File: config.mk
export PLATFORM = sky130hd
export DESIGN_NAME = period_meter
export DESIGN_NICKNAME = d
export VERILOG_FILES = /design/src/rtl/watchdog_pkg.sv /design/src/rtl/evt_sync_edge.sv /design/src/rtl/period_meter.sv
export SDC_FILE = /design/constraint.sdc
export NUM_CORES = 1
export LEC_CHECK = 0
export ABC_AREA = 1
export ABC_CLOCK_PERIOD_IN_PS = 5300
export CORE_ASPECT_RATIO = 1.75
export CORE_MARGIN = 5
export CORE_UTILIZATION = 48
export DETAILED_ROUTE_END_ITERATION = 8
export DONT_BUFFER_PORTS = 1
export GPL_TIMING_DRIVEN = 0
export PLACE_DENSITY = 0.6
export SETUP_SLACK_MARGIN = 0.4
export SLEW_MARGIN = 20
export SYNTH_ARGS = -nofsm -noshare
export SYNTH_HDL_FRONTEND = slang
export SYNTH_HIERARCHICAL = 1
export SYNTH_SLANG_ARGS = --single-unit
File: constraint.sdc
create_clock -name clk -period 5.3 [get_ports clk]
set_clock_uncertainty 0.2 [all_clocks]
set_input_delay 0.265 -clock clk [delete_from_list [all_inputs] [get_ports clk]]
set_output_delay 0.265 -clock clk [all_outputs]
set_load 0.02 [all_outputs]
File: src/rtl/watchdog_pkg.sv
// Shared watchdog definitions: QF format constants, period meter FSM states
// and the saturation limit of the period counter.
package watchdog_pkg;

  localparam int F = 16;
  localparam logic [31:0] TWO_QF = 32'h0002_0000;

  typedef enum logic [2:0] {
    S_IDLE,
    S_ARM,
    S_MEAS,
    S_REQ,
    S_WAIT
  } pm_state_t;

  // Largest value a counter of the given width can hold.
  function automatic int unsigned cntMax(input int unsigned bits);
    return (32'd1 << bits) - 32'd1;
  endfunction

endpackage

File: src/rtl/evt_sync_edge.sv
// Two-flop synchroniser for an asynchronous input followed by a one-cycle
// rising-edge pulse on the synchronised signal.
module evt_sync_edge (
  input  logic clk,
  input  logic rst_n,
  input  logic i_async,
  output logic o_rise
);

  logic r_meta;
  logic r_sync;
  logic r_prev;

  always_ff @(posedge clk or negedge rst_n) begin
    if (!rst_n) begin
      r_meta <= 1'b0;
      r_sync <= 1'b0;
      r_prev <= 1'b0;
    end else begin
      r_meta <= i_async;
      r_sync <= r_meta;
      r_prev <= r_sync;
    end
  end

  assign o_rise = r_sync & ~r_prev;

endmodule

File: src/rtl/period_meter.sv
// Heartbeat period meter: measures clk cycles between event edges, sends the
// QF period to the reciprocal unit and reports the returned rate.
// Optional build macro PERIOD_AVG_EN sends the average of every 4 periods.
module period_meter
  import watchdog_pkg::*;
#(
  parameter int W           = 32,
  parameter int F           = watchdog_pkg::F,
  parameter int TICK_SHIFT  = 4,
  parameter int TIMEOUT_CYC = 500000
) (
  input  logic         clk,
  input  logic         rst_n,
  input  logic         enable,
  input  logic         evt_in,
  output logic         recip_start,
  output logic [W-1:0] recip_x,
  input  logic         recip_done,
  input  logic [W-1:0] recip_inv,
  input  logic         recip_invalid,
  output logic [W-1:0] rate_out,
  output logic         rate_valid,
  output logic         rate_zero,
  output logic         sat,
  output logic         overrun,
  output logic         busy
);

  localparam int CW = W - 1 - F + TICK_SHIFT;
  localparam int SH = F - TICK_SHIFT;
  localparam logic [CW-1:0] CNT_MAX = CW'(cntMax(CW));
  localparam logic [CW-1:0] TO_VAL  = CW'(TIMEOUT_CYC);

  pm_state_t      r_state;
  logic [CW-1:0]  r_cnt;
  logic           r_sat;
  logic [W-1:0]   r_x;
  logic           r_start;
  logic [W-1:0]   r_rate;
  logic           r_valid;
  logic           r_zero;
  logic           r_tag;
  logic [W-1:0]   r_pend;
  logic           r_pendFull;
  logic           r_ovr;
  logic           r_busy;

  logic           w_edge;
  logic           w_active;
  logic           w_timeout;
  logic [W-1:0]   w_xNew;
  logic           w_sendEdge;
  logic [W-1:0]   w_sendX;
  logic           w_capture;

  evt_sync_edge u_sync (
    .clk     (clk),
    .rst_n   (rst_n),
    .i_async (evt_in),
    .o_rise  (w_edge)
  );

  assign w_active  = (r_state == S_MEAS) || (r_state == S_REQ) || (r_state == S_WAIT);
  assign w_timeout = (r_state == S_MEAS) && enable && !w_edge && (r_cnt == TO_VAL);
  assign w_xNew    = W'(r_cnt) << SH;

  // The counter restarts at 1 so the value seen on the next edge equals the edge spacing.
  always_ff @(posedge clk or negedge rst_n) begin
    if (!rst_n) begin
      r_cnt <= '0;
      r_sat <= 1'b0;
    end else begin
      if (r_state == S_IDLE)
        r_cnt <= '0;
      else if (w_edge)
        r_cnt <= CW'(1);
      else if (r_cnt != CNT_MAX)
        r_cnt <= r_cnt + 1'b1;
      if (w_active && (r_cnt == CNT_MAX))
        r_sat <= 1'b1;
    end
  end

`ifdef PERIOD_AVG_EN
  logic [W+1:0] r_acc;
  logic [1:0]   r_accCnt;
  logic [W+1:0] w_sum;

  assign w_sum      = r_acc + (W+2)'(w_xNew);
  assign w_sendEdge = w_edge && (r_accCnt == 2'd3);
  assign w_sendX    = w_sum[W+1:2];

  // Only the fourth edge of a group produces a period; a timeout drops the partial sum.
  always_ff @(posedge clk or negedge rst_n) begin
    if (!rst_n) begin
      r_acc    <= '0;
      r_accCnt <= '0;
    end else if ((r_state == S_IDLE) || (r_state == S_ARM) || w_timeout) begin
      r_acc    <= '0;
      r_accCnt <= '0;
    end else if (w_edge) begin
      r_acc    <= (r_accCnt == 2'd3) ? '0 : w_sum;
      r_accCnt <= r_accCnt + 2'd1;
    end
  end
`else
  assign w_sendEdge = w_edge;
  assign w_sendX    = w_xNew;
`endif

  assign w_capture = w_sendEdge &&
                     ((r_state == S_REQ) || ((r_state == S_WAIT) && !recip_done));

  always_ff @(posedge clk or negedge rst_n) begin
    if (!rst_n) begin
      r_state    <= S_IDLE;
      r_x        <= '0;
      r_start    <= 1'b0;
      r_rate     <= '0;
      r_valid    <= 1'b0;
      r_zero     <= 1'b0;
      r_tag      <= 1'b0;
      r_pend     <= '0;
      r_pendFull <= 1'b0;
      r_ovr      <= 1'b0;
      r_busy     <= 1'b0;
    end else begin
      r_start <= 1'b0;
      r_valid <= 1'b0;
      case (r_state)
        S_IDLE: if (enable) r_state <= S_ARM;
        S_ARM: begin
          if (!enable)     r_state <= S_IDLE;
          else if (w_edge) r_state <= S_MEAS;
        end
        S_MEAS: begin
          if (!enable) begin
            r_state <= S_IDLE;
          end else if (w_sendEdge) begin
            r_x     <= w_sendX;
            r_tag   <= 1'b0;
            r_start <= 1'b1;
            r_busy  <= 1'b1;
            r_state <= S_REQ;
          end else if (w_timeout) begin
            r_x     <= '0;
            r_tag   <= 1'b1;
            r_start <= 1'b1;
            r_busy  <= 1'b1;
            r_state <= S_REQ;
          end
        end
        S_REQ: r_state <= S_WAIT;
        S_WAIT: begin
          // An edge arriving with the result is sent straight away, behind any pending period.
          if (recip_done) begin
            r_rate  <= recip_invalid ? '0 : recip_inv;
            r_valid <= 1'b1;
            r_zero  <= r_tag;
            if (!enable || r_tag) begin
              r_state    <= enable ? S_ARM : S_IDLE;
              r_busy     <= 1'b0;
              r_pendFull <= 1'b0;
            end else if (r_pendFull) begin
              r_x        <= r_pend;
              r_start    <= 1'b1;
              r_state    <= S_REQ;
              r_pendFull <= w_sendEdge;
              if (w_sendEdge) r_pend <= w_sendX;
            end else if (w_sendEdge) begin
              r_x     <= w_sendX;
              r_start <= 1'b1;
              r_state <= S_REQ;
            end else begin
              r_state <= S_MEAS;
              r_busy  <= 1'b0;
            end
          end
        end
        default: r_state <= S_IDLE;
      endcase
      if (w_capture) begin
        if (r_pendFull) r_ovr <= 1'b1;
        r_pend     <= w_sendX;
        r_pendFull <= 1'b1;
      end
    end
  end

  assign recip_start = r_start;
  assign recip_x     = r_x;
  assign rate_out    = r_rate;
  assign rate_valid  = r_valid;
  assign rate_zero   = r_zero;
  assign sat         = r_sat;
  assign overrun     = r_ovr;
  assign busy        = r_busy;

endmodule

Word level (Yosys, flattened, before mapping). Index checks and enable logic that the tools add are counted.

Register bits after elaboration: 129. Output and inout port bits: 70. Input bits: 38.

Equal/unequal tests: 18. Reduce and logical (&&, ||, !) cells: 29. Bitwise gates (word level): 2. Add/sub/neg operators: 1. Muxes and demuxes: 53.

Operators with widths (number): 32-bit two-way mux (13); 32-bit one-hot mux with 2 select lines (1); 19-bit two-way mux (3); 19-bit == test, second input constant (2); 1-bit two-way mux (25); 3-bit two-way mux (7); 19-bit by 1-bit adder with 19-bit output, second input constant (1); 19-bit inequality test, second input constant (1); 3-bit one-hot mux with 5 select lines (1); 6-bit AND reduction (2); 2-bit nonzero test (6); 2-bit inequality test, second input constant (5); 3-bit inequality test, second input constant (3); 3-bit by 2-bit == test with 1-bit output, second input constant (2); 1-bit logical AND (6); 3-bit by 2-bit inequality test with 1-bit output, second input constant (2); 2-bit AND reduction (3); 5-bit AND reduction (1); 1-bit logical OR (4); 4-bit inequality test, second input constant (1); 1-bit one-hot mux with 2 select lines (2); 4-bit AND reduction (1); 3-bit by 1-bit == test with 1-bit output, second input constant (1); 3-bit == test, second input constant (1); other kinds (7) (9).

Depth between registers and ports, before layout.
Word-level depth: 9. Mapped depth: 12. Depth with buffers taken out: 11.

By module. Netlist, hierarchy kept.

By module, submodules not included: period_meter (times used 1, area an instance 5013.6 µm², sequential area each 2502.4 µm², cells an instance 632); evt_sync_edge (times used 1, area an instance 85.1 µm², sequential area each 75.1 µm², cells an instance 5).

Least setup slack after synthesis. No wires, ideal clock.

Kind: register -> register. Start: reg r_cnt[0]. End: reg r_cnt[2]. Cell stages (with the launch flop): 10. Setup time: 0.077 ns. Data arrival time: 1.464 ns. Setup slack: 3.559 ns. Cells stage by stage: dfrtp_1 ha_1 nand3_1 nor2_2 nand2_1 nor2_2 nand2_1 nor2_1 nand2_1 a21oi_1.

Longest elaborated chain between the ends: 4. Elaborated cells between the ends (all ways): 6. Classes of those cells: add/sub (1); eq/ne (1); mux (3); reduce/logical (1).

RTL lines: start, declared (line period_meter.sv:35) `logic [CW-1:0] r_cnt;`; start signal, assigned (line period_meter.sv:78) `r_cnt <= r_cnt + 1'b1;`; 19-bit by 1-bit adder with 19-bit output (line period_meter.sv:78); 19-bit two-way mux (line period_meter.sv:77) `else if (r_cnt != CNT_MAX)`; 19-bit two-way mux (line period_meter.sv:75) `else if (w_edge)`; 19-bit two-way mux (line period_meter.sv:73) `if (r_state == S_IDLE)`.

Several ways; a longest one is shown, not always the timed one. The select of a mux whose other input is x is not followed. A chain may end at the register's enable or synchronous reset.

Worst setup path after layout.
Start: reg r_state[0]. End: reg r_rate[30] (netlist: rate_out[30]).

Longest elaborated chain between the ends: 2.

RTL lines: start, declared (line period_meter.sv:34) `pm_state_t r_state;`; start signal, assigned (line period_meter.sv:161) `r_state <= enable ? S_ARM : S_IDLE;`; 3-bit == test (line period_meter.sv:130) `case (r_state)`; 2-bit AND reduction (no line); end signal, assigned (line period_meter.sv:157) `r_rate <= recip_invalid ? '0 : recip_inv;`; end, declared (line period_meter.sv:39) `logic [W-1:0] r_rate;`.

No other way between the ends.

==> flow_metrics.env <==
export IMPL_clockRootBuffer="clkbuf_16"
export IMPL_crit_arrival_ns=2.44
export IMPL_period_share_pct=44.45
export IMPL_timing_critical_path_cells="nor2_2 > inv_2 > nor2_4 > inv_2 > nor2_2 > buf_2 > nand3_1 > dlygate4sd3_1 > nand2_1"
export IMPL_grt_pass1_vias=4642
export IMPL_p_total_mw=2.410
export IMPL_r2r_cells=9
export IMPL_gp_routability_congestion=0.9191
export IMPL_cpPeakStageDelay_ns=0.56
export IMPL_drt_first_iter_violations=211
export IMPL_clkPwrFrac_pct=28.8
export IMPL_drive_gt1_share_pct=11.93
export IMPL_cap_violations=0
export IMPL_grt_util_met1_pct=24.53
export IMPL_min_delay_start="recip_done"
export IMPL_critPathBufInv=4
export IMPL_fillers=964
export IMPL_combPwrFrac_pct=21.5
export IMPL_clock_path_buffers=2
export IMPL_postRouteAntennaNets=0
export IMPL_rsz0062_at_grt="false"
export IMPL_sequentialPowerShare_pct=49.7
export IMPL_period_needed_ns=2.356
export IMPL_post_cts_buffers=0
export IMPL_start_util_pct=49.21
export IMPL_dieArea_mm2=0.01286
export IMPL_drc_errors=0
export IMPL_holdPathEnd="r_state[2]"
export IMPL_r2r_end="rate_out[30]"
export IMPL_grt_pass1_wl_um=22750
export IMPL_n_antenna_cell=0
export IMPL_num_vias=4461
export IMPL_die_w_um=87.91
export IMPL_nets=739
export IMPL_numCtsBuffers=9
export IMPL_globalRouteMet3Util_pct=5.299
export IMPL_crit_cells=9
export IMPL_yosys_area_top_type="dfrtp_1"
export IMPL_power_density_mw_per_mm2=399.8
export IMPL_areaGrowthSynthToFinish_pct=18.26
export IMPL_path_max_fanout=10
export IMPL_wl_um=13800
export IMPL_clkLatencyLatePin_ns=0.34
export IMPL_grtUsageTotal_pct=22.42
export IMPL_fin_tns_setup_ns=0
export IMPL_synthArstFlopShare_pct=100.0
export IMPL_status="finished, final reports clean"
export IMPL_std_cell_rows=49
export IMPL_setup_violations=0
export IMPL_cpMaxStageDelayCell="dlygate4sd3_1"
export IMPL_crit_type="reg2reg"
export IMPL_antenna_found_initial=0
export IMPL_synth_edf_count=0
export IMPL_ys_ff_latch=103
export IMPL_numClockSinks=103
export IMPL_cp_top_family="buffers and inverters"
export IMPL_clkTransAtPathRegs_ns=0.07
export IMPL_hold_depth=3
export IMPL_p_sw_mw=0.9023
export IMPL_netlist_area_leader_share_pct=50.55
export IMPL_hold_ws_ns=0.02623
export IMPL_dp_hpwl_um=10100
export IMPL_first_pass_iters=5
export IMPL_relSlewSlack_pct=46.26
export IMPL_leakage_nw=2.881
export IMPL_yosysWarnings=6
export IMPL_top_usage_layer="met2"
export IMPL_synth_seq_area_share_pct=50.55
export IMPL_syn_area_mm2=0.005099
export IMPL_worst_pin_slew_ns=0.8031
export IMPL_grt_use_met2_pct=39.69
export IMPL_utilization_pct=58.19
export IMPL_boundaryPins=108
export IMPL_cts_resized=0
export IMPL_vias_per_cell=5.368
export IMPL_synth_most_common_cell="nand2_1"
export IMPL_ff2ff_setup_slack_ns=2.94
export IMPL_hold_viol=0
export IMPL_endpoint_kind="flop"
export IMPL_synthTopCellsByCount="nand2_1 (174), dfrtp_1 (103), nand3_1 (101)"
export IMPL_maxSlewViolCount=0
export IMPL_die_h_um=146.3
export IMPL_synth_cell_types=31
export IMPL_avgRoutedWirePerCell_um=16.60
export IMPL_worst_ep_required_time_ns=5.38
export IMPL_h_tree_depth=3
export IMPL_start_kind="flop"
export IMPL_coreArea_mm2=0.01036
export IMPL_p_int_mw=1.508
export IMPL_cts_tree="done"
export IMPL_hp_class="in2reg"
export IMPL_vdd_ir_drop_worst_uv=270.0
export IMPL_swShare_pct=37.43
export IMPL_synth_cells=637
export IMPL_grt_max_degree=104
export IMPL_synthFlopType="dfrtp_1"
export IMPL_overflow=0
export IMPL_synth_top_cells_by_area="dfrtp_1 (51%), nand2_1 (13%), nand3_1 (9.9%)"
export IMPL_io_buffers=0
export IMPL_synth_area_per_cell_um2=8.004
export IMPL_r2r_start="r_state[0]"
export IMPL_max_freq_mhz=424.4
through the flow:
| step | area, um^2 | cells | setup slack (ns) |
|---|---|---|---|
| floorplan | 5144 | 649 | 3.559 |
| global placement | 5303 | 776 | 3.077 |
| finish | 6030 | 831 | 2.944 |
| detailed placement | 5303 | 776 | 3.052 |
| CTS | 6030 | 831 | 2.948 |
| global route | 6030 | 831 | 2.804 |
area by class of cell:
class	count	area (um^2)	share of cell area, %
Timing Repair Buffer	39	407.9	6.765
Inverter	42	157.7	2.615
Buffer	44	264.0	4.379
Tap cell	127	158.9	2.635
Sequential cell	103	2577	42.75
Multi-Input combinational cell	460	2145	35.57
Clock buffer	12	266.5	4.420
Clock inverter	4	52.55	0.8716
placed cells by master (no fill, tap or decap), types with 14 or more instances in the layout:
cell type | Yosys | layout
a21oi_1 | 25 | 25
clkbuf_1 | 14 | 14
dfrtp_1 | 103 | 103
dlygate4sd3_1 | 0 | 38
inv_1 | 32 | 32
nand2_1 | 174 | 174
nand3_1 | 101 | 101
nor2_1 | 49 | 49
o21ai_0 | 24 | 24
o21ai_1 | 19 | 19
worst min-delay path: cells and delay by family:
family	cells	cell delay (ns)
compound gates	1	0.10
simple gates	1	0.11
buf+inv	1	0.04
power groups by stage:
stage | combinational (mW) | sequential, mW | clock, mW
finish | 0.519 | 1.20 | 0.693
global route | 0.583 | 1.22 | 0.744
CTS | 0.518 | 1.20 | 0.717
detailed placement | 0.477 | 1.21 | 0
global placement | 0.460 | 1.21 | 0
floorplan | 0.366 | 1.17 | 0
worst max path at each step:
stage          slack [ns]      endpoint       start
4_1_cts              2.95  rate_out[30]  r_state[1]
3_5_place_dp         3.05   recip_x[27]    r_cnt[0]
2_1_floorplan        3.56      r_cnt[2]    r_cnt[0]
5_1_grt              2.80  rate_out[30]  r_state[0]
3_3_place_gp         3.08      r_cnt[2]    r_cnt[0]
6_report             2.94  rate_out[30]  r_state[0]
cells by family after synthesis:
kind of cell | Yosys count | share of synthesized area (%)
adders and majority gates | 2 | 0.4907
AOI/OAI and AO/OA | 86 | 9.620
other | 1 | 0.07355
DFF | 103 | 50.55
and+or+nand+nor | 359 | 30.99
buffers and inverters | 86 | 8.270
registers in the layout, indices dropped and copies added (netlist names), 3 cells and up:
| name | cells |
|---|---|
| r_cnt | 19 |
| recip_x | 19 |
| rate_out | 32 |
| r_pend | 19 |
| r_state | 3 |
per-layer routing:
layer	wire, um	vias to the layer above
met1	5150	2122
met2	7438	131
li1	-	2182
met5	0	-
met4	505	0
met3	701	26
what timing repair did:
item,CTS,global route
endpoints found under the hold margin,138,0
hold buffers,39,0
setup endpoints to repair,0,0
No activity file was read; power rests on OpenSTA's default activity.
